### src/rtl/sdram_read_stream.sv
// sdram_read_stream: Wishbone master that reads WORDS consecutive 32-bit words
// from SDRAM starting at BASE_ADDR and streams them out through a small FIFO
// with a valid/ready handshake. One Wishbone transaction is outstanding at a
// time, and a request is only issued when the FIFO has room for its word.
module sdram_read_stream #(
  parameter logic [31:0] BASE_ADDR  = 32'd0,
  parameter int          WORDS      = 120,
  parameter int          FIFO_DEPTH = 4
) (
  input  logic        CLKOUT,
  input  logic        rst_n,
  input  logic        start,
  output logic        busy,
  output logic        done,
  output logic        cyc_i,
  output logic        stb_i,
  output logic        we_i,
  output logic [3:0]  sel_i,
  output logic [31:0] addr_i,
  output logic [31:0] data_i,
  input  logic [31:0] data_o,
  input  logic        stall_o,
  input  logic        sdram_ack,
  output logic [31:0] out_data,
  output logic        out_valid,
  input  logic        out_ready
);

  localparam int RW = $clog2(WORDS + 1);
  localparam int PW = $clog2(FIFO_DEPTH);
  localparam int CW = $clog2(FIFO_DEPTH + 1);
  localparam logic [CW-1:0] DEPTH_C = CW'(FIFO_DEPTH);
  localparam logic [RW-1:0] WORDS_C = RW'(WORDS);

  typedef enum logic [2:0] {
    S_IDLE,
    S_REQ,
    S_WAIT_ACK,
    S_RELEASE,
    S_DRAIN
  } state_t;

  state_t        r_state;
  logic          r_cyc;
  logic [31:0]   r_addr;
  logic [RW-1:0] r_remaining;
  logic          r_busy;
  logic          r_done;

  logic [31:0]   r_mem [FIFO_DEPTH];
  logic [PW-1:0] r_wr_ptr;
  logic [PW-1:0] r_rd_ptr;
  logic [CW-1:0] r_count;

  logic          w_push;
  logic          w_pop;
  logic [CW-1:0] w_count_next;
  logic          w_space;

  // Wishbone outputs come straight from registers; the constant ones are tied off.
  assign cyc_i     = r_cyc;
  assign stb_i     = r_cyc;
  assign we_i      = 1'b0;
  assign sel_i     = 4'b1111;
  assign data_i    = 32'd0;
  assign addr_i    = r_addr;
  assign busy      = r_busy;
  assign done      = r_done;
  assign out_valid = (r_count != '0);
  assign out_data  = r_mem[r_rd_ptr];

  // A word is accepted only while our own request is pending and not stalled;
  // acks arriving in any other state are ignored.
  assign w_push = (r_state == S_WAIT_ACK) && sdram_ack && !stall_o;
  assign w_pop  = out_valid && out_ready;

  // Occupancy after this edge; space for a new request is judged on it so a
  // pop in the same cycle immediately frees a slot.
  always_comb begin
    w_count_next = r_count;
    if (w_push && !w_pop) begin
      w_count_next = r_count + CW'(1);
    end else if (!w_push && w_pop) begin
      w_count_next = r_count - CW'(1);
    end
  end

  assign w_space = (w_count_next < DEPTH_C);

  // FIFO pointers and occupancy; pointers wrap naturally at the power-of-2 depth.
  always_ff @(posedge CLKOUT or negedge rst_n) begin
    if (!rst_n) begin
      r_wr_ptr <= '0;
      r_rd_ptr <= '0;
      r_count  <= '0;
    end else begin
      r_count <= w_count_next;
      if (w_push) begin
        r_wr_ptr <= r_wr_ptr + PW'(1);
      end
      if (w_pop) begin
        r_rd_ptr <= r_rd_ptr + PW'(1);
      end
    end
  end

  // FIFO storage; cleared on reset so the head word reads as zero when empty.
  always_ff @(posedge CLKOUT or negedge rst_n) begin
    if (!rst_n) begin
      for (int i = 0; i < FIFO_DEPTH; i++) begin
        r_mem[i] <= '0;
      end
    end else if (w_push) begin
      r_mem[r_wr_ptr] <= data_o;
    end
  end

  // Control FSM: issue one read at a time, drop cyc for a cycle after each ack,
  // and finish once the last word has been consumed from the FIFO.
  always_ff @(posedge CLKOUT or negedge rst_n) begin
    if (!rst_n) begin
      r_state     <= S_IDLE;
      r_cyc       <= 1'b0;
      r_addr      <= BASE_ADDR;
      r_remaining <= '0;
      r_busy      <= 1'b0;
      r_done      <= 1'b0;
    end else begin
      r_done <= 1'b0;
      case (r_state)
        S_IDLE: begin
          // A start coinciding with the done pulse still belongs to the old block.
          if (start && !r_done) begin
            r_state     <= S_REQ;
            r_addr      <= BASE_ADDR;
            r_remaining <= WORDS_C;
            r_busy      <= 1'b1;
          end
        end
        S_REQ: begin
          if (w_space) begin
            r_cyc   <= 1'b1;
            r_state <= S_WAIT_ACK;
          end
        end
        S_WAIT_ACK: begin
          if (w_push) begin
            r_cyc       <= 1'b0;
            r_remaining <= r_remaining - RW'(1);
            r_addr      <= r_addr + 32'd1;
            r_state     <= S_RELEASE;
          end
        end
        S_RELEASE: begin
          // The request check is folded in here so cyc rises straight after
          // the single low cycle when there is room; otherwise park in REQ.
          if (r_remaining != '0) begin
            if (w_space) begin
              r_cyc   <= 1'b1;
              r_state <= S_WAIT_ACK;
            end else begin
              r_state <= S_REQ;
            end
          end else begin
            r_state <= S_DRAIN;
          end
        end
        S_DRAIN: begin
          if (r_count == '0) begin
            r_done  <= 1'b1;
            r_busy  <= 1'b0;
            r_state <= S_IDLE;
          end
        end
        default: begin
          r_state <= S_IDLE;
          r_cyc   <= 1'b0;
        end
      endcase
    end
  end

endmodule

### config.mk
export PLATFORM = sky130hd
export DESIGN_NAME = sdram_read_stream
export DESIGN_NICKNAME = d
export VERILOG_FILES = /design/src/rtl/sdram_read_stream.sv
export SDC_FILE = /design/constraint.sdc
export NUM_CORES = 1
export LEC_CHECK = 0
export CAP_MARGIN = 20
export CORE_ASPECT_RATIO = 1.4
export CORE_MARGIN = 8
export CORE_UTILIZATION = 39
export CTS_BUF_LIST = sky130_fd_sc_hd__clkbuf_16
export CTS_CLUSTER_SIZE = 12
export DETAILED_ROUTE_END_ITERATION = 10
export PLACE_DENSITY = 0.66
export REMOVE_ABC_BUFFERS = 1
export SYNTH_ARGS = -nofsm -noshare
export SYNTH_HDL_FRONTEND = slang
export SYNTH_SLANG_ARGS = --single-unit
### constraint.sdc
create_clock -name CLKOUT -period 2.91 [get_ports CLKOUT]
set_clock_uncertainty 0.15 [all_clocks]
set_input_delay 0.291 -clock CLKOUT [delete_from_list [all_inputs] [get_ports CLKOUT]]
set_output_delay 0.291 -clock CLKOUT [all_outputs]
set_load 0.01 [all_outputs]
# ---- After elaboration in Yosys (flattened, before gate mapping)
# Index checks and enable logic that the tools add are counted.
dict set report word_totals {
  reg_bits 180
  elab_cells 87
}
dict set report classes {
  addsub 6
  order_cmp 4
  n_eq_ne 9
  mux 30
  bitwise 3
  n_reduce_logical 22
}
# cell count
set op_table {}
lappend op_table {{$mux 32} 5}
lappend op_table {{$bwmux 128} 1}
lappend op_table {{$bmux 32 s2} 1}
lappend op_table {{$demux 32 s2} 1}
lappend op_table {{$pmux 32 s2} 1}
lappend op_table {{$add 32x1->32 const B} 1}
lappend op_table {{$mux 3} 7}
lappend op_table {{$pmux 3 s5} 1}
lappend op_table {{$mux 7} 2}
lappend op_table {{$pmux 7 s2} 1}
lappend op_table {{$ne 2x2->1 const B} 5}
lappend op_table {{$reduce_and 3->1} 3}
lappend op_table {{$logic_and 1x1->1} 7}
lappend op_table {{$mux 1} 7}
lappend op_table {{$reduce_bool 7->1} 1}
lappend op_table {{$sub 7x1->7 const B} 1}
lappend op_table {{$eq 3x2->1 const B} 2}
lappend op_table {{$ge 3x3->1 const B} 2}
lappend op_table {{$logic_not 3->1} 2}
lappend op_table {{$not 2->3} 2}
lappend op_table {{$add 2x1->2 const B} 2}
lappend op_table {{$logic_not 1->1} 4}
lappend op_table {{$pmux 1 s4} 1}
lappend op_table {{$reduce_and 4->1} 1}
lappend op_table {{other kinds (12)} 13}

# ---- Depth between registers and ports, before layout
dict set report logic_depth {
  word_depth 11
  depth_mapped 10
}

# ---- Worst setup path before layout
# No wires, ideal clock.
dict set report synth_path {
  path_type {register -> register}
  from {register r_state[1]}
  to {register r_state[0]}
  arrival_ns 1.925
  slack_ns 0.713
  path_stages_with_launch 10
  path_buffers 1
  path_cell_list {dfrtp_1 > and3b_1 > buf_4 > nand2_1 > inv_2 > ha_1 > and2_1 > or3_1 > a41oi_1 > nor2_1}
}
dict set report synth_between {
  elab_chain_cells 11
}
# item line
set synth_rtl {}
lappend synth_rtl {{from (decl)} 43} ;# state_t r_state;
lappend synth_rtl {{from (signal assigned)} 122} ;# r_state <= S_IDLE;
lappend synth_rtl {{from (signal assigned)} 134} ;# r_state <= S_REQ;
lappend synth_rtl {{from (signal assigned)} 143} ;# r_state <= S_WAIT_ACK;
lappend synth_rtl {{$eq 3x2->1 *} 74} ;# assign w_push = (r_state == S_WAIT_ACK) && sdram_ack && !stall_o;
lappend synth_rtl {{$logic_and 1x1->1 * (2 in a row)} 74}
lappend synth_rtl {{net w_push} 55} ;# logic w_push;
lappend synth_rtl {{$logic_not 1->1} 83} ;# end else if (!w_push && w_pop) begin
lappend synth_rtl {{$logic_and 1x1->1} 83}
lappend synth_rtl {{$mux 3} 83}
lappend synth_rtl {{$mux 3} 81} ;# if (w_push && !w_pop) begin
lappend synth_rtl {{$lt 3x3->1} 88} ;# assign w_space = (w_count_next < DEPTH_C);
lappend synth_rtl {{$mux 2} 158} ;# if (w_space) begin
lappend synth_rtl {{$mux 3} 157} ;# if (r_remaining != '0) begin
lappend synth_rtl {{$pmux 3 s5} 130} ;# case (r_state)
# The timed path passes the listed nets; every way through them passes the cells marked *.
# A chain may end at the register's enable or synchronous reset.

# ---- Worst setup path in the final report
dict set report layout_path {
  from {register r_rd_ptr[0]}
  to {output port out_data[23]}
}
dict set report layout_between {
  elab_chain_cells 4
}
# item line
set layout_rtl {}
lappend layout_rtl {{from (decl)} 52} ;# logic [PW-1:0] r_rd_ptr;
lappend layout_rtl {{from (signal assigned)} 102} ;# r_rd_ptr <= r_rd_ptr + PW'(1);
lappend layout_rtl {{$not 2->3 (implied by the code)} 70} ;# assign out_data = r_mem[r_rd_ptr];
lappend layout_rtl {{$bmux 32 s2} 70}
lappend layout_rtl {{$mux 32 (implied by the code) (2 in a row)} 70}
lappend layout_rtl {{to (decl)} 24} ;# output logic [31:0] out_data,
# No other way between the ends. The select of a mux whose other input is x is not followed.

==> flow_summary_export.csv <==
group,metric,value,unit
run_status,status,"finished clean",
sta,drv_slew,0,
sta,rsz0062_at_grt,"no",
place,post-place-cells,1031,
die,ios,144,
die,row_count,64,
synthesis,synth.area.top_cells,"dfrtp_1 (52%), mux2_2 (17%), mux4_2 (8.3%)",
global_route,grt_start_max_net_pins,65,
route,drt_iter0_drc,354,
run,cap_violations,0,
layout,nets,804,
worst_setup_path,timing.rr.end,"r_state[0]$_DFFE_PN0P_",
route,wl_per_cell,17.9,µm
worst_setup_path,crit_arrival,2240,ps
worst_setup_path,end_kind,"output pin",
die,fp.coreArea,21900,µm²
clocking,clk_latency,440,ps
route,via_per_inst,5.21,
route,routed-via-count,5545,
die,die_x,142,µm
route,drcViolationCount,0,
global_route,grt_pass1_vias,5756,
sta,finalCritPeriodShare,92.2,%
worst_setup_path,critPathLaunchType,"flop",
route,dr.pass1.iters,4,
global_route,grt_antenna_before_repair,0,
sta,final_hold_viol_count,0,
clocking,cts_tree,"done",
clocking,clock_path_buffers,2,
die,start_util,39.7,%
synthesis,synth_area,8720,µm²
synthesis,synth_common_cells,"dfrtp_1 (180), mux2_2 (128), buf_4 (40)",
clocking,clk_pin_slew,70,ps
sta,setup_viol,0,
global_route,grt_use_total,14.3,%
place,hpwlAfterDp,12700,µm
min_path,hold_class,"in2async",
sta,worstMarginPinSlew,618,ps
power_and_ir_drop,peakVddDrop,0.450,mV
die,die_area,27500,µm²
place,place.gp.congestion,0.759,
route,wirelength,19000,µm
die,die_h,193,µm
route,final_antenna_net_count,0,
worst_setup_path,crit_fanout,31,
synthesis,netlist.area_leader.share,51.7,%
synthesis,synth-edff-count,0,
sta,fin_crit,2680,ps
worst_setup_path,timing.rr.start,"r_state[1]$_DFFE_PN0P_",
layout,drive_gt1_share,28.4,%
power_and_ir_drop,power.density,950,nW/µm²
layout,fin_cells,1064,
clocking,root_buffer,"clkbuf_16",
synthesis,yosys_warnings,0,
synthesis,syn_inst,649,
layout,filler_cell_count,2011,
clocking,cts.sinks,180,
worst_setup_path,r2r_cells,8,
clocking,cts_buffers,17,
synthesis,ys.flop_type,"dfrtp_1",
power_and_ir_drop,p_leak,4.57,nW
synthesis,synth_cell_types,44,
synthesis,synth_most_common_cell,"dfrtp_1",
synthesis,seq_area_frac_synth,51.7,%
worst_setup_path,worstSetupPathType,"reg2out",
synthesis,synth_seq_cells,180,
layout,fin_util,48.3,%
sta,relSlewSlack,58.8,%
sta,setup-tns-final,0,ps
worst_setup_path,crit_required,2470,ps
global_route,grt_pass1_wl,30800,µm
synthesis,avgSynthCellArea,13.4,µm²
place,numPortBuffers,106,
synthesis,async_flop_share,100,%
clocking,htreeDepth,4,
worst_setup_path,rrSetupSlack,550,ps
layout,syn2layout_area_growth,21.5,%
sta,max_freq,0.373,GHz
global_route,overflow,0,
layout,diodes,0,
synthesis,synth_largest_area_cell,"dfrtp_1",
-- state kept, by name, summed over array words and instances, names as in the netlist --
| register | cells |
|---|---|
| addr_i | 32 |
| busy | 1 |
| cyc_i | 1 |
| done | 1 |
| r_count | 3 |
| r_mem | 128 |
| r_rd_ptr | 2 |
| r_remaining | 7 |
| r_state | 3 |
| r_wr_ptr | 2 |
-- final cells by class --
| type | count | area [µm²] | share of cell area (%) |
|---|---|---|---|
| flip-flops and latches | 180 | 4510 | 42.5 |
| repair buffers | 124 | 1300 | 12.3 |
| well taps | 297 | 372 | 3.51 |
| clock inverters | 15 | 203 | 1.91 |
| multi-input cells | 421 | 3750 | 35.4 |
| clock buffers | 17 | 425 | 4.01 |
| inverters | 10 | 37.5 | 0.354 |
-- layer usage --
layer / vias up / track usage (%) / wire length, µm
met5: - / 0 / 0
met4: 0 / 5.29 / 301
met3: 20 / 3.47 / 975
met2: 125 / 24.5 / 9610
met1: 2862 / 17.2 / 8120
li1: 2538 / - / -
-- worst max path at each step --
stage / start / endpoint / slack (ps)
floorplan: r_state[0]$_DFFE_PN0P_ / r_mem[0]$_DFFE_PN0P_ / 330
global placement: sdram_ack / r_state[0]$_DFFE_PN0P_ / 330
detailed placement: stall_o / r_state[0]$_DFFE_PN0P_ / 300
CTS: r_rd_ptr[0]$_DFFE_PN0P_ / out_data[2] / 160
global route: r_rd_ptr[0]$_DFFE_PN0P_ / out_data[8] / 100
finish: r_rd_ptr[0]$_DFFE_PN0P_ / out_data[23] / 230
-- what timing repair did --
action,CTS,global route
gates resized for setup,0,0
buffers inserted,0,0
hold buffers,1,0
hold endpoints to repair,61,0
-- cells in the final DEF (no fill, tap or decap), types with 6 or more instances in the layout --
| cell type | instances |
|---|---|
| nand2_1 | 30 |
| mux4_2 | 32 |
| inv_1 | 9 |
| dfrtp_1 | 179 |
| clkdlybuf4s50_1 | 105 |
| buf_4 | 9 |
| nor2_1 | 13 |
| nand4_1 | 15 |
| or4_1 | 15 |
| clkbuf_16 | 17 |
| o31ai_1 | 15 |
| mux2_2 | 128 |
| or3_1 | 8 |
| ha_1 | 12 |
| a21oi_1 | 26 |
| nand3_1 | 14 |
| xnor2_1 | 6 |
| and4_1 | 7 |
| o21ai_0 | 18 |
| xor2_1 | 8 |
| buf_12 | 8 |
| conb_1 | 37 |
-- through the flow --
stage | worst slack, ps | hold WS [ps] | power [W] | area [µm²]
2_1_floorplan | 334 | -155 | 0.00606 | 8290
3_3_place_gp | 335 | 179 | 0.00762 | 9960
3_5_place_dp | 295 | 175 | 0.00770 | 9960
4_1_cts | 160 | 275 | 0.0102 | 10600
5_1_grt | 100 | 333 | 0.0107 | 10600
6_report | 226 | 268 | 0.0101 | 10600
-- cell families (layout without fill, tap and decap cells) --
family | count (synthesis) | in the layout | synth area share (%)
fa+ha+maj | 12 | 12 | 1.72
xor+xnor | 14 | 14 | 1.41
mux | 161 | 161 | 24.9
compound gates | 66 | 66 | 4.75
buf+inv | 83 | 166 | 6.82
simple gates | 131 | 131 | 8.64
other cells | 2 | 37 | 0.0861
flops | 180 | 180 | 51.7
-- worst max-delay path, cell delays in order (launching register included) --
cell	delay [ps]
dfrtp_2	440
buf_12	280
mux4_2	560
clkdlybuf4s50_1	500
-- where the power goes --
group / switching, W / total, W / internal [W]
Sequential: 0.000488 / 0.00390 / 0.00341
Clock: 0.00102 / 0.00246 / 0.00145
Combinational: 0.00146 / 0.00370 / 0.00224
Power figures use the tool's default switching activity.
